===== config.mk =====
export PLATFORM = sky130hd
export DESIGN_NAME = gpmc_wr_sched_flat
export DESIGN_NICKNAME = d
export VERILOG_FILES = /design/src/rtl/gpmc_pkg.sv /design/src/rtl/gpmc_wr_sched_if.sv /design/src/rtl/gpmc_wr_fifo.sv /design/src/rtl/gpmc_wr_sched.sv /design/src/flat_wrapper.sv
export SDC_FILE = /design/constraint.sdc
export NUM_CORES = 1
export LEC_CHECK = 0
export BUFFER_PORTS_ARGS = -buffer_cell sky130_fd_sc_hd__buf_2
export CAP_MARGIN = 20
export CORE_MARGIN = 1.5
export CORE_UTILIZATION = 34
export CTS_CLUSTER_DIAMETER = 30
export DETAILED_ROUTE_END_ITERATION = 6
export PLACE_DENSITY = 0.54
export SKIP_CTS_REPAIR_TIMING = 1
export SYNTH_ARGS = -nofsm -noshare
export SYNTH_HDL_FRONTEND = slang
export SYNTH_SLANG_ARGS = --single-unit

===== constraint.sdc =====
create_clock -name gpmc_clk -period 4 [get_ports gpmc_clk]
set_input_delay 0.2 -clock gpmc_clk [delete_from_list [all_inputs] [get_ports gpmc_clk]]
set_output_delay 0.2 -clock gpmc_clk [all_outputs]
set_load 0.01 [all_outputs]

===== src/rtl/gpmc_pkg.sv =====
// Shared definitions for the GPMC posted-write scheduler: region codes, local
// register map, CTRL/STATUS bit positions and the buffered write entry layout.
package gpmc_pkg;

  typedef enum logic [1:0] {
    REGION_LOCAL = 2'd0,
    REGION_T1    = 2'd1,
    REGION_T2    = 2'd2,
    REGION_T3    = 2'd3
  } region_e;

  localparam logic [3:0] REG_STATUS  = 4'h0;
  localparam logic [3:0] REG_OVF_CNT = 4'h2;
  localparam logic [3:0] REG_SCRATCH = 4'h4;
  localparam logic [3:0] REG_CTRL    = 4'h6;

  localparam int CTRL_CLR_OVF = 0;
  localparam int CTRL_CLR_TMO = 1;
  localparam int CTRL_FLUSH   = 2;

  localparam int STATUS_OVF   = 8;
  localparam int STATUS_TMO   = 9;
  localparam int STATUS_ISSUE = 10;

  localparam int LEVEL_W = 5;

  typedef enum logic {
    ST_IDLE  = 1'b0,
    ST_ISSUE = 1'b1
  } drain_state_e;

  typedef struct packed {
    region_e     region;
    logic [14:0] addr;
    logic [15:0] data;
  } wr_entry_t;

  function automatic logic [2:0] region_onehot(input region_e r);
    logic [2:0] oh;
    oh = 3'b000;
    case (r)
      REGION_T1: oh = 3'b001;
      REGION_T2: oh = 3'b010;
      REGION_T3: oh = 3'b100;
      default:   oh = 3'b000;
    endcase
    return oh;
  endfunction

endpackage


===== src/rtl/gpmc_wr_sched_if.sv =====
// Host-side GPMC strobes plus the shared target write/read bus of the scheduler.
interface gpmc_wr_sched_if;
  logic        wr_en;
  logic        rd_en;
  logic        address_valid;
  logic [16:0] address;
  logic [15:0] wr_data;
  logic [15:0] rd_data;
  logic [2:0]  tgt_valid;
  logic [2:0]  tgt_ready;
  logic [14:0] tgt_addr;
  logic [15:0] tgt_wdata;
  logic [2:0]  tgt_rd_en;
  logic [47:0] tgt_rd_data;

  modport slave (
    input  wr_en, rd_en, address_valid, address, wr_data, tgt_ready, tgt_rd_data,
    output rd_data, tgt_valid, tgt_addr, tgt_wdata, tgt_rd_en
  );

  modport master (
    output wr_en, rd_en, address_valid, address, wr_data, tgt_ready, tgt_rd_data,
    input  rd_data, tgt_valid, tgt_addr, tgt_wdata, tgt_rd_en
  );
endinterface


===== src/rtl/gpmc_wr_fifo.sv =====
// Synchronous posted-write buffer with level output and single-cycle flush.
module gpmc_wr_fifo
  import gpmc_pkg::*;
#(
  parameter int DEPTH = 4
) (
  input  logic               clk_i,
  input  logic               rst_i,
  input  logic               push_i,
  input  logic               pop_i,
  input  logic               flush_i,
  input  wr_entry_t          din_i,
  output wr_entry_t          head_o,
  output logic               full_o,
  output logic               empty_o,
  output logic [LEVEL_W-1:0] level_o
);

  localparam int AW = (DEPTH > 1) ? $clog2(DEPTH) : 1;

  wr_entry_t          mem_q [DEPTH];
  logic [AW-1:0]      wr_ptr_q, wr_ptr_d;
  logic [AW-1:0]      rd_ptr_q, rd_ptr_d;
  logic [LEVEL_W-1:0] level_q, level_d;
  logic               do_push, do_pop;

  assign full_o  = (level_q == LEVEL_W'(DEPTH));
  assign empty_o = (level_q == '0);
  assign level_o = level_q;
  assign head_o  = mem_q[rd_ptr_q];

  // A pop frees the slot in the same cycle, so a push into a full buffer still lands.
  assign do_pop  = pop_i && !empty_o && !flush_i;
  assign do_push = push_i && !flush_i && (!full_o || do_pop);

  always_comb begin
    wr_ptr_d = wr_ptr_q;
    rd_ptr_d = rd_ptr_q;
    level_d  = level_q;
    if (flush_i) begin
      wr_ptr_d = '0;
      rd_ptr_d = '0;
      level_d  = '0;
    end else begin
      if (do_push) wr_ptr_d = wr_ptr_q + AW'(1);
      if (do_pop)  rd_ptr_d = rd_ptr_q + AW'(1);
      level_d = level_q + LEVEL_W'(do_push) - LEVEL_W'(do_pop);
    end
  end

  always_ff @(posedge clk_i or posedge rst_i) begin
    if (rst_i) begin
      wr_ptr_q <= '0;
      rd_ptr_q <= '0;
      level_q  <= '0;
    end else begin
      wr_ptr_q <= wr_ptr_d;
      rd_ptr_q <= rd_ptr_d;
      level_q  <= level_d;
    end
  end

  always_ff @(posedge clk_i) begin
    if (do_push) mem_q[wr_ptr_q] <= din_i;
  end

endmodule


===== src/rtl/gpmc_wr_sched.sv =====
// GPMC write scheduler: posts host writes to three external targets through a
// buffer drained one at a time with ready/timeout, plus a small local register bank.
module gpmc_wr_sched
  import gpmc_pkg::*;
#(
  parameter int FIFO_DEPTH = 4,
  parameter int TIMEOUT    = 255
) (
  input  logic              gpmc_clk,
  input  logic              rst,
  gpmc_wr_sched_if.slave    bus
);

  localparam logic [7:0] TMO_LAST = 8'(TIMEOUT - 1);

  drain_state_e       state_q, state_d;
  logic [7:0]         tmo_cnt_q, tmo_cnt_d;
  logic               ovf_q, tmo_q;
  logic [7:0]         ovf_cnt_q;
  logic [15:0]        scratch_q;

  region_e            region;
  logic [3:0]         loc_off;
  logic               tgt_wr, loc_wr, ctrl_wr;
  logic               clr_ovf, clr_tmo, flush;
  logic               ready_hit, tmo_hit, pop;
  logic               push, ovf_evt;
  logic               issuing;
  wr_entry_t          push_entry, head;
  logic               fifo_full, fifo_empty;
  logic [LEVEL_W-1:0] fifo_level;
  logic [15:0]        status_w;
  logic               unused_addr_bits;

  assign region  = region_e'(bus.address[16:15]);
  assign loc_off = bus.address[3:0];
  assign issuing = (state_q == ST_ISSUE);

  assign tgt_wr  = bus.wr_en && (region != REGION_LOCAL);
  assign loc_wr  = bus.wr_en && (region == REGION_LOCAL);
  assign ctrl_wr = loc_wr && (loc_off == REG_CTRL);
  assign clr_ovf = ctrl_wr && bus.wr_data[CTRL_CLR_OVF];
  assign clr_tmo = ctrl_wr && bus.wr_data[CTRL_CLR_TMO];
  assign flush   = ctrl_wr && bus.wr_data[CTRL_FLUSH];

  assign ready_hit = issuing && |(bus.tgt_ready & region_onehot(head.region));
  assign tmo_hit   = issuing && !ready_hit && (tmo_cnt_q == TMO_LAST) && !flush;
  assign pop       = (ready_hit || tmo_hit) && !flush;

  assign push    = tgt_wr && !flush && (!fifo_full || pop);
  assign ovf_evt = tgt_wr && fifo_full && !pop;

  assign push_entry.region = region;
  assign push_entry.addr   = bus.address[14:0];
  assign push_entry.data   = bus.wr_data;

  gpmc_wr_fifo #(
    .DEPTH (FIFO_DEPTH)
  ) u_fifo (
    .clk_i   (gpmc_clk),
    .rst_i   (rst),
    .push_i  (push),
    .pop_i   (pop),
    .flush_i (flush),
    .din_i   (push_entry),
    .head_o  (head),
    .full_o  (fifo_full),
    .empty_o (fifo_empty),
    .level_o (fifo_level)
  );

  always_comb begin
    state_d   = state_q;
    tmo_cnt_d = tmo_cnt_q;
    case (state_q)
      ST_IDLE: begin
        tmo_cnt_d = '0;
        if (!fifo_empty && !flush) state_d = ST_ISSUE;
      end
      ST_ISSUE: begin
        if (flush || pop) begin
          state_d   = ST_IDLE;
          tmo_cnt_d = '0;
        end else begin
          tmo_cnt_d = tmo_cnt_q + 8'd1;
        end
      end
      default: begin
        state_d   = ST_IDLE;
        tmo_cnt_d = '0;
      end
    endcase
  end

  always_ff @(posedge gpmc_clk or posedge rst) begin
    if (rst) begin
      state_q   <= ST_IDLE;
      tmo_cnt_q <= '0;
    end else begin
      state_q   <= state_d;
      tmo_cnt_q <= tmo_cnt_d;
    end
  end

  // Sticky flags: a CTRL clear beats an event arriving in the same cycle.
  always_ff @(posedge gpmc_clk or posedge rst) begin
    if (rst) begin
      ovf_q     <= 1'b0;
      ovf_cnt_q <= '0;
      tmo_q     <= 1'b0;
      scratch_q <= '0;
    end else begin
      if (clr_ovf) begin
        ovf_q     <= 1'b0;
        ovf_cnt_q <= '0;
      end else if (ovf_evt) begin
        ovf_q <= 1'b1;
        if (ovf_cnt_q != 8'hFF) ovf_cnt_q <= ovf_cnt_q + 8'd1;
      end
      if (clr_tmo)      tmo_q <= 1'b0;
      else if (tmo_hit) tmo_q <= 1'b1;
      if (loc_wr && (loc_off == REG_SCRATCH)) scratch_q <= bus.wr_data;
    end
  end

  always_comb begin
    status_w               = '0;
    status_w[LEVEL_W-1:0]  = fifo_level;
    status_w[STATUS_OVF]   = ovf_q;
    status_w[STATUS_TMO]   = tmo_q;
    status_w[STATUS_ISSUE] = issuing;
  end

  always_comb begin
    bus.rd_data = '0;
    if (bus.address_valid) begin
      case (region)
        REGION_LOCAL: begin
          case (loc_off)
            REG_STATUS:  bus.rd_data = status_w;
            REG_OVF_CNT: bus.rd_data = {8'h00, ovf_cnt_q};
            REG_SCRATCH: bus.rd_data = scratch_q;
            default:     bus.rd_data = '0;
          endcase
        end
        REGION_T1: bus.rd_data = bus.tgt_rd_data[15:0];
        REGION_T2: bus.rd_data = bus.tgt_rd_data[31:16];
        REGION_T3: bus.rd_data = bus.tgt_rd_data[47:32];
        default:   bus.rd_data = '0;
      endcase
    end
  end

  // Buffer storage is not reset, so the head is only exposed while issuing.
  assign bus.tgt_valid = issuing ? region_onehot(head.region) : 3'b000;
  assign bus.tgt_addr  = issuing ? head.addr : 15'd0;
  assign bus.tgt_wdata = issuing ? head.data : 16'd0;
  assign bus.tgt_rd_en = (!rst && bus.rd_en) ? region_onehot(region) : 3'b000;

  assign unused_addr_bits = ^{bus.address[0], bus.address[14:4]};

endmodule


===== src/flat_wrapper.sv =====
// flat-port wrapper written by rule: the top's interface ports become plain ports
module gpmc_wr_sched_flat import gpmc_pkg::*;
#(
  parameter int FIFO_DEPTH = 4,
  parameter int TIMEOUT    = 255
)
  (gpmc_clk, rst, bus_wr_en, bus_rd_en, bus_address_valid, bus_address, bus_wr_data, bus_tgt_ready, bus_tgt_rd_data, bus_rd_data, bus_tgt_valid, bus_tgt_addr, bus_tgt_wdata, bus_tgt_rd_en);
  gpmc_wr_sched_if bus_i ();
  input  logic gpmc_clk;
  input  logic rst;
  input wire logic [$bits(bus_i.wr_en)-1:0] bus_wr_en;
  input wire logic [$bits(bus_i.rd_en)-1:0] bus_rd_en;
  input wire logic [$bits(bus_i.address_valid)-1:0] bus_address_valid;
  input wire logic [$bits(bus_i.address)-1:0] bus_address;
  input wire logic [$bits(bus_i.wr_data)-1:0] bus_wr_data;
  input wire logic [$bits(bus_i.tgt_ready)-1:0] bus_tgt_ready;
  input wire logic [$bits(bus_i.tgt_rd_data)-1:0] bus_tgt_rd_data;
  output wire logic [$bits(bus_i.rd_data)-1:0] bus_rd_data;
  output wire logic [$bits(bus_i.tgt_valid)-1:0] bus_tgt_valid;
  output wire logic [$bits(bus_i.tgt_addr)-1:0] bus_tgt_addr;
  output wire logic [$bits(bus_i.tgt_wdata)-1:0] bus_tgt_wdata;
  output wire logic [$bits(bus_i.tgt_rd_en)-1:0] bus_tgt_rd_en;
  assign bus_i.wr_en = bus_wr_en;
  assign bus_i.rd_en = bus_rd_en;
  assign bus_i.address_valid = bus_address_valid;
  assign bus_i.address = bus_address;
  assign bus_i.wr_data = bus_wr_data;
  assign bus_i.tgt_ready = bus_tgt_ready;
  assign bus_i.tgt_rd_data = bus_tgt_rd_data;
  assign bus_rd_data = bus_i.rd_data;
  assign bus_tgt_valid = bus_i.tgt_valid;
  assign bus_tgt_addr = bus_i.tgt_addr;
  assign bus_tgt_wdata = bus_i.tgt_wdata;
  assign bus_tgt_rd_en = bus_i.tgt_rd_en;
  gpmc_wr_sched #(.FIFO_DEPTH(FIFO_DEPTH), .TIMEOUT(TIMEOUT)) u_core (.gpmc_clk(gpmc_clk), .rst(rst), .bus(bus_i));
endmodule

# ---- Yosys cells after proc, flatten, opt, wreduce, memory -nomap -nowiden
# Memory sizes are Yosys's and may differ from the RTL's.
# Index checks and enable logic that the tools add are counted.
dict set report word_totals {
  regBits 44
  latch_bits 0
  ramBits 132
  mem_bits_ro 0
  in_bits 89
  output_inout_bits 53
  wordCells 101
  memories 1
}
# name depth width rd rd_ports_with_merged_regs write_ports line_no
set mem_list {}
lappend mem_list {u_core.u_fifo.mem_q 4 33 1 0 1 gpmc_wr_fifo.sv:21} ;# wr_entry_t mem_q [DEPTH];
dict set report op_classes {
  add_sub_neg 6
  multipliers 0
  div_mod_pow 0
  order_cmp 0
  eq_ne 12
  shift 0
  mux 28
  bitwise_logic 2
  n_reduce_logical 43
}
# op n
set ops {}
lappend ops {{one-hot mux 16 bit (4 select lines)} 1}
lappend ops {{one-hot mux 16 bit (3 select lines)} 1}
lappend ops {{two-way mux 16 bit} 2}
lappend ops {{two-way mux 8 bit} 4}
lappend ops {{logical AND 1 bit} 22}
lappend ops {{one-hot mux 3 bit (3 select lines)} 2}
lappend ops {{adder 8 x 1 -> 8 bit (second input constant)} 2}
lappend ops {{one-hot mux 8 bit (2 select lines)} 1}
lappend ops {{two-way mux 15 bit} 1}
lappend ops {{nonzero test 2 bit} 6}
lappend ops {{equality test 2 bit (second input constant)} 4}
lappend ops {{equality test 4 x 3 -> 1 bit (second input constant)} 2}
lappend ops {{equality test 8 bit (second input constant)} 1}
lappend ops {{two-way mux 1 bit} 8}
lappend ops {{two-way mux 2 bit} 4}
lappend ops {{!= test 8 bit (second input constant)} 1}
lappend ops {{logical NOT 1 bit} 6}
lappend ops {{two-way mux 3 bit} 2}
lappend ops {{adder 5 x 1 -> 5 bit} 1}
lappend ops {{equality test 5 x 3 -> 1 bit (second input constant)} 1}
lappend ops {{logical NOT 5 bit} 1}
lappend ops {{two-way mux 5 bit} 1}
lappend ops {{subtractor 5 x 1 -> 5 bit} 1}
lappend ops {{adder 2 x 1 -> 2 bit (second input constant)} 2}
lappend ops {{other kinds (10)} 14}

# ---- Logic depth before layout (Yosys ltp)
# Gate-level depths: netlist of the first run.
# An unclocked memory read counts as a cell.
dict set report logic_depth {
  ltp_word 19
  ltp_mapped 17
  depth_no_buf 17
}

# ---- Cells and area by module
# From an unflattened synthesis of the first run, not the netlist that was laid out.
dict set report unflattened {
  hier_cells 521
  area_unflattened_um2 8082.8
}
# mod n_inst cells_each area_per_inst_um2 seq_area_each_um2
set modules_own_cells {}
lappend modules_own_cells {gpmc_wr_fifo 1 249 5464.0 4189.0}
lappend modules_own_cells {gpmc_wr_sched 1 272 2618.8 875.8}

# ---- Least setup slack after synthesis of the first run
# No wires, ideal clock.
dict set report synth_timing {
  path_type {register to register}
  startpoint {reg u_core.u_fifo.rd_ptr_q[0]}
  endpoint {reg u_core.u_fifo.level_q[4] (netlist: u_core.u_fifo.level_o[4])}
  setup_ps 78
  t_arrival_ps 3305
  required_ps 3922
  path_slack_ps 617
  path_stages_with_launch 18
  period_less_slack_ps 3383
  cell_sequence {dfrtp_1 -> buf_6 -> mux4_2 -> mux2i_1 -> mux2i_4 -> mux2i_4 -> a21oi_4 -> inv_1 -> ha_1 -> inv_1 -> ha_1 -> inv_1 -> fa_1 -> inv_1 -> a21oi_1 -> nor2_1 -> or3_1 -> a21oi_1}
}
dict set report synth_via {
  elab_chain_cells 19
}
# item line_no
set synth_lines {}
lappend synth_lines {{start: declaration} gpmc_wr_fifo.sv:23} ;# logic [AW-1:0] rd_ptr_q, rd_ptr_d;
lappend synth_lines {{start signal: assignment} gpmc_wr_fifo.sv:58} ;# rd_ptr_q <= rd_ptr_d;
lappend synth_lines {{memory read (4 x 33 bit) *} --}
lappend synth_lines {{equality test 2 bit or equality test 2 x 1 -> 1 bit (tied branches)} gpmc_pkg.sv:41} ;# case (r)
lappend synth_lines {{one-hot mux 3 bit (3 select lines) *} gpmc_pkg.sv:41}
lappend synth_lines {{AND 3 bit *} gpmc_wr_sched.sv:46} ;# assign ready_hit = issuing && |(bus.tgt_ready & region_onehot(head.region));
lappend synth_lines {{OR reduction 3 bit *} gpmc_wr_sched.sv:46}
lappend synth_lines {{logical AND 1 bit *} gpmc_wr_sched.sv:46}
lappend synth_lines {{logical NOT 1 bit} gpmc_wr_sched.sv:47} ;# assign tmo_hit = issuing && !ready_hit && (tmo_cnt_q == TMO_LAST) && !flush;
lappend synth_lines {{logical AND 1 bit (3 in series)} gpmc_wr_sched.sv:47}
lappend synth_lines {{[... 2 more ...]} --}
lappend synth_lines {{logical OR 1 bit or logical AND 1 bit (tied branches)} {gpmc_wr_sched.sv:50, gpmc_wr_fifo.sv:33}}
lappend synth_lines {{logical AND 1 bit, on equally long branches} {gpmc_wr_sched.sv:50, gpmc_wr_fifo.sv:33}}
lappend synth_lines {{logical AND 1 bit or logical OR 1 bit (tied branches)} gpmc_wr_fifo.sv:34} ;# assign do_push = push_i && !flush_i && (!full_o || do_pop);
lappend synth_lines {{logical AND 1 bit} gpmc_wr_fifo.sv:34}
lappend synth_lines {{adder 5 x 1 -> 5 bit} gpmc_wr_fifo.sv:47} ;# level_d = level_q + LEVEL_W'(do_push) - LEVEL_W'(do_pop);
lappend synth_lines {{subtractor 5 x 1 -> 5 bit *} gpmc_wr_fifo.sv:47}
lappend synth_lines {{two-way mux 5 bit *} gpmc_wr_fifo.sv:40} ;# if (flush_i) begin
lappend synth_lines {{named net u_core.u_fifo.level_d[4]} gpmc_wr_fifo.sv:24} ;# logic [LEVEL_W-1:0] level_q, level_d;
lappend synth_lines {{end signal: assignment} gpmc_wr_fifo.sv:59} ;# level_q <= level_d;
lappend synth_lines {{end: declaration} gpmc_wr_fifo.sv:24}
# The timed path passes the listed nets; every way through them passes the cells marked *.
# A chain may end at the register's enable or synchronous reset.

# ---- Worst setup path in the final report of the first run
# Ends and elaborated chain as after synthesis.

==> flow_metrics.tcl, run 1 <==
set metrics [dict create \
    num_io_pins 142 \
    rrSetupSlack_ps 390 \
    antenna_found_initial 1 \
    hold_violations 0 \
    hold_path.class "in -> reg" \
    clkTransAtPathRegs_ps 70 \
    place_area_um2 9060 \
    clock_sinks 176 \
    worstPathRequired_ps 4360 \
    first_pass_iters 7 \
    synth-async-reset-ratio 0.250 \
    core_area_um2 22800 \
    critical_path_class "reg -> reg" \
    grt_util_all_layers 0.166 \
    critPathSlowestCell "mux4_2" \
    setup-violations-final 0 \
    num_vias 5067 \
    yosys_warnings 0 \
    start_util 0.348 \
    die_x_um 156 \
    pwr-share-comb 0.333 \
    grt_pass1_wl_mm 29.8 \
    portBuffers 141 \
    final.fill_count 2083 \
    synth_common_cells "edfxtp_1, dfrtp_1, and2_1" \
    worstPathMaxFanout 7 \
    utilization 0.431 \
    final_layout_size_suffix_gt1_frac 0.371 \
    seq_area_frac_synth 0.640 \
    p_sw_w 0.00199 \
    layout.nets 790 \
    setup_tns_ps 0 \
    relSlewSlack 0.409 \
    dp_hpwl_mm 13.1 \
    dp_slack_ps 412 \
    htreeDepth 4 \
    area_delta_synth_final_pct 24.0 \
    cts_tree "built" \
    diodes 0 \
    worstSkewPairLatency_ps 430 \
    synth.area.top_cells "edfxtp_1, dfrtp_1, mux4_2" \
    status "finished, final reports clean" \
    switching_share 0.328 \
    tightestPinTransition_ps 885 \
    synth_top_cell_by_area "edfxtp_1" \
    row_count 55 \
    grt_max_degree 46 \
    globalplace.congestion 0.820 \
    synth_top_area_frac 0.501 \
    drc 0 \
    power_density_nw_per_um2 616 \
    dieArea_um2 24200 \
    crit_path_max_incr_delay_ps 570 \
    period_needed_ps 3610 \
    mappedNetlistNets 620 \
    wire_per_inst_um 19.2 \
    leakagePower_nw 3.83 \
    cp_common_cell "inv_1" \
    ys_seq_elements 176 \
    clock.fmax_mhz 277 \
    syn-cell-area_um2 7920 \
    synth_edf_count 132 \
    slew_viol_final 0 \
    cp-end-kind "flop" \
    ys_types 51 \
    syn_avg_cell_area_um2 15.3 \
    drt_iter0_drc 421 \
    synth_cells 517 \
    postLayoutCellArea_um2 9820 \
    cp-start-kind "flop" \
    grt_pass1_vias 5331 \
    crit_chain "mux4_2, mux2i_1, mux2i_4, mux2i_4, a21oi_4, inv_1, ha_1, inv_1, ha_1, inv_1, fa_1, inv_1, a21oi_1, nor2_1, or3_1, a21oi_1" \
    peakVddDrop_mv 0.276 \
    fin_crit_sh 0.901 \
    synthMostInstantiatedCell "edfxtp_1" \
    maxCapViolCount 0 \
    arrival_ps 3970 \
    ant_nets 0 \
    setup_ws_ps 394 \
    seqPwrFrac 0.404 \
    wirelength_mm 19.4 \
    clockPowerShare 0.263 \
    clock_skew_ps 10.6 \
    routed_via_density 5.00 \
    cts_buffers 17 \
    rsz0062_at_grt "no" \
    cts-root-buf "clkbuf_16" \
    grt_overflow 0 \
    p_int_w 0.00406 \
    ys.flop_type "edfxtp_1" \
    ctsLongestPathBuffers 2 \
    die_y_um 156 \
]
[worst paths after layout]
path | startpoint | endpoint | depth (start not counted)
max | u_core.u_fifo.rd_ptr_q[0] | u_core.u_fifo.level_o[4] | 16
min | bus_wr_data[4] | u_core.u_fifo.mem_q[2][4] | 1
max reg2reg | u_core.u_fifo.rd_ptr_q[0] | u_core.u_fifo.level_o[4] | 16
min reg2reg | u_core.scratch_q[4] | u_core.scratch_q[4] | 1
max in group asynchronous | rst | u_core.u_fifo.rd_ptr_q[0] | 4
min in group asynchronous | rst | u_core.scratch_q[11] | 3
[layout by cell type (no fill, tap or decap), types with 4 or more instances in the layout]
cell	count
buf_2	141
edfxtp_1	132
dfrtp_1	42
and2_1	34
mux4_2	33
nand2_1	32
nor2_1	23
mux2_2	22
buf_4	19
clkbuf_16	17
dlygate4sd3_1	17
mux2i_1	16
inv_1	14
a21oi_1	14
ha_1	13
nand3_1	10
o211ai_1	8
o21ai_0	8
nor2b_1	7
a22oi_1	6
a222oi_1	5
a221oi_1	5
a211oi_1	5
xor2_1	5
inv_8	5
nor4bb_1	4
and3_1	4
xnor2_1	4
and2_2	4
inv_6	4
clkinvlp_4	4
[sequential cells by signal, summed over array words and instances, names as in the netlist]
register                flops
u_core.tmo_cnt_q            8
u_core.u_fifo.mem_q       132
u_core.u_fifo.wr_ptr_q      2
u_core.ovf_cnt_q            8
u_core.tmo_q                1
u_core.scratch_q           16
u_core.ovf_q                1
u_core.u_fifo.rd_ptr_q      2
u_core.issuing              1
u_core.u_fifo.level_o       5
[cell type report]
| cell class | instances | area, µm² | share of cell area |
|---|---|---|---|
| repair buffers | 178 | 1040 | 0.106 |
| clock buffers | 17 | 425 | 0.0433 |
| clock inverters | 15 | 141 | 0.0144 |
| multi-input cells | 299 | 2700 | 0.275 |
| inverters | 15 | 56.3 | 0.00573 |
| well taps | 313 | 392 | 0.0399 |
| flip-flops and latches | 176 | 5070 | 0.516 |
[metrics by stage]
step	total power, W	hold WS, ps	cells
floorplan	0.00380	285	517
global route	0.00638	1.69	1013
finish	0.00605	3.40	1013
global placement	0.00446	411	963
CTS	0.00611	-27.8	995
detailed placement	0.00451	420	963
[logic make-up (layout without fill, tap and decap cells)]
| logic type | Yosys count | in the layout | share of synthesized area |
|---|---|---|---|
| AND/OR/NAND/NOR | 138 | 138 | 0.0962 |
| XOR/XNOR | 9 | 9 | 0.00995 |
| AO/OA/AOI/OAI | 64 | 64 | 0.0577 |
| flip-flops | 176 | 176 | 0.640 |
| multiplexers | 74 | 74 | 0.152 |
| adder cells (fa/ha/maj) | 14 | 14 | 0.0231 |
| buffers and inverters | 42 | 225 | 0.0210 |
[power by group through the flow]
stage / Combinational (W) / Clock (W) / Sequential [W]
2_1_floorplan: 0.00137 / 0 / 0.00243
3_3_place_gp: 0.00200 / 0 / 0.00246
3_5_place_dp: 0.00203 / 0 / 0.00248
4_1_cts: 0.00204 / 0.00162 / 0.00244
5_1_grt: 0.00220 / 0.00171 / 0.00247
6_report: 0.00201 / 0.00159 / 0.00244
[layer usage]
layer	wire, µm	vias to the layer above	part of all wire	track usage
li1	-	2339	-	-
met1	8170	2565	0.42	0.209
met2	9980	140	0.51	0.288
met3	996	21	0.051	0.0314
met4	259	2	0.013	0.0535
met5	13	-	0.00067	0
[critical path: cells and delay by family (launching register included)]
family / cells / cell delay (ps)
mux: 4 / 1240
fa+ha+maj: 3 / 650
compound gates: 3 / 550
simple gates: 2 / 430
flops: 1 / 410
buf+inv: 4 / 230
Note: power is estimated with default switching activity, not from simulation.
==> run 2: changes to the inputs <==
--- a/config.mk
+++ b/config.mk
@@ -8,10 +8,10 @@
 export BUFFER_PORTS_ARGS = -buffer_cell sky130_fd_sc_hd__buf_2
 export CAP_MARGIN = 20
 export CORE_MARGIN = 1.5
-export CORE_UTILIZATION = 34
+export CORE_UTILIZATION = 56
 export CTS_CLUSTER_DIAMETER = 30
 export DETAILED_ROUTE_END_ITERATION = 6
-export PLACE_DENSITY = 0.54
+export PLACE_DENSITY = 0.81
 export SKIP_CTS_REPAIR_TIMING = 1
 export SYNTH_ARGS = -nofsm -noshare
 export SYNTH_HDL_FRONTEND = slang
==> flow_metrics.tcl, run 2 (synthesized netlist as in run 1, its figures left out) <==
set metrics [dict create \
    status "finished with violations" \
    violations "hold timing" \
    fin_crit_sh 0.913 \
    num_vias 5205 \
    critPathSlowestCell "mux4_2" \
    drt_iter0_drc 524 \
    arrival_ps 4000 \
    rsz0062_at_grt "no" \
    ctsLongestPathBuffers 2 \
    leakagePower_nw 3.79 \
    clock_skew_ps 8.06 \
    seqPwrFrac 0.405 \
    layout.nets 776 \
    crit_path_max_incr_delay_ps 570 \
    cpLargestDelayFamily "multiplexers" \
    tightestPinTransition_ps 1090 \
    die_x_um 122 \
    clkTransAtPathRegs_ps 70 \
    critical_path_class "reg -> reg" \
    ant_nets 0 \
    postLayoutCellArea_um2 9540 \
    grt_pass1_wl_mm 28.1 \
    worst-path-buf-inv 4 \
    cp-start-kind "flop" \
    place_area_um2 8870 \
    die_y_um 122 \
    first_pass_iters 6 \
    grt_util_all_layers 0.258 \
    period_needed_ps 3650 \
    cp_common_cell "inv_1" \
    hold_violations 36 \
    grt_pass1_vias 5337 \
    largest-register "u_core.u_fifo.mem_q" \
    drc 0 \
    cts_buffers 17 \
    cp-end-kind "flop" \
    utilization 0.690 \
    grt_overflow 0 \
    relSlewSlack 0.255 \
    final_layout_size_suffix_gt1_frac 0.370 \
    portBuffers 141 \
    start_util 0.573 \
    peakVddDrop_mv 0.314 \
    clock_sinks 176 \
    maxCapViolCount 0 \
    final.fill_count 924 \
    power_w 0.00605 \
    num_io_pins 142 \
    largest_register_ffs 132 \
    globalplace.congestion 0.884 \
    antenna_found_initial 1 \
    core_area_um2 13800 \
    power_density_nw_per_um2 635 \
    p_int_w 0.00416 \
    switching_share 0.313 \
    hold_path.class "in -> async" \
    dieArea_um2 14900 \
    wirelength_mm 18.1 \
    clockPowerShare 0.272 \
    p_sw_w 0.00189 \
    final_cell_mix "buf_2, edfxtp_1, dfrtp_1, and2_1, mux4_2" \
    cts-root-buf "clkbuf_16" \
    layout_commonest_cell "buf_2" \
    htreeDepth 4 \
    pwr-share-comb 0.323 \
    row_count 43 \
    worstPathRequired_ps 4350 \
    crit_chain "mux4_2, mux2i_1, mux2i_4, mux2i_4, a21oi_4, inv_1, ha_1, inv_1, ha_1, inv_1, fa_1, inv_1, a21oi_1, nor2_1, or3_1, a21oi_1" \
    top_regs "u_core.u_fifo.mem_q x132, u_core.scratch_q x16" \
    setup-violations-final 0 \
    cts_tree "built" \
    setup_tns_ps 0 \
    wire_per_inst_um 20.9 \
    slew_viol_final 0 \
    worstPathMaxFanout 7 \
    grt_max_degree 45 \
    routed_via_density 6.00 \
    clock.fmax_mhz 274 \
    worstSkewPairLatency_ps 420 \
    fin_hold_ws_ps -29.6 \
    dp_hpwl_mm 12.2 \
    area_delta_synth_final_pct 20.5 \
]
## run 2: cell types whose count changed in the layout (fill, tap and decap cells not counted), sizes merged
cell and delta:
buf -4, diode +1, bufinv +2, dlygate4sd3 -10, clkinvlp -2, clkinv +3
inv -5, clkbuf +2
## run 2: layout make-up
cell class                      instances  area [µm²]  area share
Sequential cell                       176        5070       0.531
Inverter                               15        56.3     0.00590
Antenna cell                            1        2.50    0.000262
Clock inverter                         13         153      0.0160
Clock buffer                           19         443      0.0464
Multi-Input combinational cell        299        2700       0.283
Timing Repair Buffer                  164         896      0.0939
Tap cell                              180         225      0.0236
## run 2: routing by layer
layer  track usage  vias to the layer above  part of all wire
li1              -                     2306                 -
met1         0.328                     2605              0.38
met2         0.428                      261              0.51
met3        0.0552                       33             0.073
met4         0.118                        0             0.029
met5             0                        -                 0
## run 2: worst reg2reg max path: cells and delay by family (launching register included)
| kind | cells | cell delay, ps |
|---|---|---|
| AOI/OAI and AO/OA | 3 | 560 |
| adders and majority gates | 3 | 680 |
| and+or+nand+nor | 2 | 420 |
| muxes | 4 | 1270 |
| buffers and inverters | 4 | 250 |
| DFF | 1 | 410 |
## run 2: worst paths after layout
check	cells after the start	start	slack (ps)	to
worst min-delay path	3	rst	-30	u_core.scratch_q[12]
max in group asynchronous	3	rst	3580	u_core.u_fifo.rd_ptr_q[0]
worst min register to register	1	u_core.ovf_q	510	u_core.ovf_q
worst max register to register	16	u_core.u_fifo.rd_ptr_q[0]	350	u_core.u_fifo.level_o[4]
min in group gpmc_clk	1	bus_address[11]	0	u_core.u_fifo.mem_q[3][27]
worst max-delay path	16	u_core.u_fifo.rd_ptr_q[0]	350	u_core.u_fifo.level_o[4]
## run 2: power by group through the flow
stage	Combinational [W]	Sequential, W	Clock [W]
detailed placement	0.00196	0.00249	0
floorplan	0.00137	0.00243	0
finish	0.00195	0.00245	0.00165
global route	0.00215	0.00248	0.00175
CTS	0.00197	0.00245	0.00167
global placement	0.00190	0.00246	0
## run 2: metrics by stage
step                setup slack, ps  hold WS (ps)  instances
floorplan                       617           285        517
global placement                609           412        827
detailed placement              376           419        827
CTS                             370         -24.7        859
global route                    154         0.130        867
finish                          347         -29.6        867
==> run 3: changes to the inputs <==
--- a/config.mk
+++ b/config.mk
@@ -5,6 +5,7 @@
 export SDC_FILE = /design/constraint.sdc
 export NUM_CORES = 1
 export LEC_CHECK = 0
+export ABC_AREA = 1
 export BUFFER_PORTS_ARGS = -buffer_cell sky130_fd_sc_hd__buf_2
 export CAP_MARGIN = 20
 export CORE_MARGIN = 1.5
@@ -15,4 +16,5 @@
 export SKIP_CTS_REPAIR_TIMING = 1
 export SYNTH_ARGS = -nofsm -noshare
 export SYNTH_HDL_FRONTEND = slang
+export SYNTH_HIERARCHICAL = 1
 export SYNTH_SLANG_ARGS = --single-unit
==> flow_metrics.tcl, run 3 <==
set metrics [dict create \
    setup-violations-final 0 \
    clock_skew_ps 8.16 \
    tightestPinTransition_ps 833 \
    area_delta_synth_final_pct 19.3 \
    synth_mux_area_frac 0.00823 \
    arrival_ps 3840 \
    critPathSlowestCell "dfrtp_2" \
    p_sw_w 0.00230 \
    synth_common_cells "edfxtp_1, nor2_1, nand2_1" \
    synth_top_cell_by_area "edfxtp_1" \
    dp_hpwl_mm 13.2 \
    synth.area.top_cells "edfxtp_1, dfrtp_1, nor2_1" \
    final_layout_size_suffix_gt1_frac 0.227 \
    synth_cells 801 \
    power_density_nw_per_um2 649 \
    critical_path_depth 23 \
    utilization 0.679 \
    top_regs "u_core/u_fifo/mem_q x132, u_core/scratch_q x16" \
    drc 0 \
    start_util 0.569 \
    leakagePower_nw 4.27 \
    switching_share 0.362 \
    crit_path_max_incr_delay_ps 540 \
    ys.flop_type "edfxtp_1" \
    wire_per_inst_um 17.2 \
    grt_max_degree 54 \
    row_count 44 \
    p_int_w 0.00406 \
    final_cell_mix "buf_2, edfxtp_1, nor2_1, nand2_1, inv_1" \
    clock.fmax_mhz 284 \
    htreeDepth 4 \
    largest-register "u_core/u_fifo/mem_q" \
    grt_pass1_vias 6210 \
    ys_types 41 \
    crit_chain "inv_4, o21ai_0, o22ai_2, inv_1, nand3_1, nand3_1, inv_1, nand3_2, nand2_1, o211ai_1, inv_1, inv_1, nor2_1, nand2_4, o21ai_1, ha_1, fa_1, nand2_1, a21oi_1, nor2_1, nand2_1, nand2_1, nor2_1" \
    ys_seq_elements 176 \
    ctsLongestPathBuffers 2 \
    worstPathMaxFanout 24 \
    mappedNetlistNets 903 \
    portBuffers 141 \
    synth_top_family_by_area "simple AND/OR/NAND/NOR gates" \
    wirelength_mm 19.6 \
    setup_tns_ps 0 \
    clockPowerShare 0.258 \
    period_needed_ps 3520 \
    whs_path_depth 1 \
    slew_viol_final 0 \
    diodes 0 \
    antenna_found_initial 0 \
    status "finished, final reports clean" \
    dieArea_um2 15400 \
    grt_overflow 0 \
    syn-cell-area_um2 8210 \
    synth_compound_area_frac 0.116 \
    relSlewSlack 0.443 \
    clkTransAtPathRegs_ps 60 \
    grt_util_all_layers 0.268 \
    worst-path-buf-inv 5 \
    core_area_um2 14400 \
    cts_tree "built" \
    cp-start-kind "flop" \
    synth_top_area_frac 0.483 \
    rsz0062_at_grt "no" \
    num_vias 6482 \
    largest_register_ffs 132 \
    grt_pass1_wl_mm 30.8 \
    synth_xor_area_frac 0.0107 \
    clock_sinks 176 \
    routed_via_density 5.66 \
    layout.nets 1050 \
    ant_nets 0 \
    seq_area_frac_synth 0.617 \
    cts-root-buf "clkbuf_16" \
    cpLargestDelayFamily "simple AND/OR/NAND/NOR gates" \
    pwr-share-comb 0.356 \
    hold_path.class "in -> reg" \
    seqPwrFrac 0.386 \
    die_x_um 124 \
    yosys_warnings 6 \
    syn_avg_cell_area_um2 10.2 \
    drt_iter0_drc 611 \
    worstPathRequired_ps 4320 \
    hold_violations 0 \
    first_pass_iters 5 \
    globalplace.congestion 0.889 \
    maxCapViolCount 0 \
    worstSkewPairLatency_ps 420 \
    synth-simple-area-share 0.158 \
    critical_path_class "reg -> reg" \
    synthAdderAreaFrac 0.0207 \
    synthMostInstantiatedCell "edfxtp_1" \
    num_io_pins 142 \
    fin_crit_sh 0.879 \
    cp-end-kind "flop" \
    synth_edf_count 132 \
    cts_buffers 17 \
    layout_commonest_cell "buf_2" \
    die_y_um 124 \
    r2r_cells 23 \
    synth-async-reset-ratio 0.250 \
    peakVddDrop_mv 0.442 \
]
run 3: cell types whose count changed in the layout (fill, tap and decap cells not counted), sizes merged, moves of 7 or more:
cell / delta
nor2b: -7
a21oi: +7
nor2: +101
mux2: -17
o211ai: -7
nand3: +28
o21ai: +79
mux2i: -18
and2: -38
o22ai: +39
inv: +76
nand4: +10
mux4: -33
nand2: +81
run 3: path summary, 6_finish.rpt:
check                                          start                         to  slack (ps)
max reg2reg                u_core/u_fifo/rd_ptr_q[0]   u_core/u_fifo/level_o[4]         480
max                        u_core/u_fifo/rd_ptr_q[0]   u_core/u_fifo/level_o[4]         480
max in group asynchronous                        rst       u_core/scratch_q[13]        3190
min in group asynchronous                        rst   u_core/u_fifo/level_o[2]         340
min reg2reg                      u_core/scratch_q[2]        u_core/scratch_q[2]         500
min                                   bus_wr_data[6]  u_core/u_fifo/mem_q[0][6]          20
run 3: through the flow:
stage	hold slack, ps	instance area, µm²	instances	setup WS (ps)	total power, W
floorplan	27.9	8210	801	38.8	0.00397
global placement	222	9070	1102	522	0.00459
detailed placement	227	9070	1102	343	0.00468
CTS	-234	9660	1134	308	0.00634
global route	9.19	9790	1145	83.5	0.00677
finish	19.1	9790	1145	483	0.00636
run 3: routing by layer:
| metal | share of wire | GRT usage | wire length [µm] | up-vias |
|---|---|---|---|---|
| met1 | 0.41 | 0.347 | 7980 | 3072 |
| met3 | 0.086 | 0.0719 | 1690 | 33 |
| met2 | 0.49 | 0.442 | 9640 | 328 |
| met5 | 0 | 0 | 0 | - |
| met4 | 0.017 | 0.0874 | 335 | 0 |
| li1 | - | - | - | 3049 |
run 3: final cells by class:
cell class | count | area (µm²)
clock inverters | 11 | 139
multi-input cells | 492 | 2610
repair buffers | 163 | 923
inverters | 98 | 372
flip-flops and latches | 176 | 5070
fillers | 1089 | 4630
well taps | 184 | 230
clock buffers | 21 | 450
run 3: cell families after synthesis:
| family | Yosys count |
|---|---|
| AO/OA/AOI/OAI | 168 |
| buffers and inverters | 133 |
| adder cells (fa/ha/maj) | 13 |
| multiplexers | 6 |
| flip-flops | 176 |
| XOR/XNOR | 10 |
| AND/OR/NAND/NOR | 295 |
run 3: power groups by stage:
stage | registers [W] | clock network (W) | logic (W)
final | 0.00245 | 0.00164 | 0.00226
after global routing | 0.00248 | 0.00174 | 0.00256
after CTS | 0.00244 | 0.00166 | 0.00223
after detailed placement | 0.00248 | 0 | 0.00220
after global placement | 0.00247 | 0 | 0.00212
after floorplan | 0.00242 | 0 | 0.00155
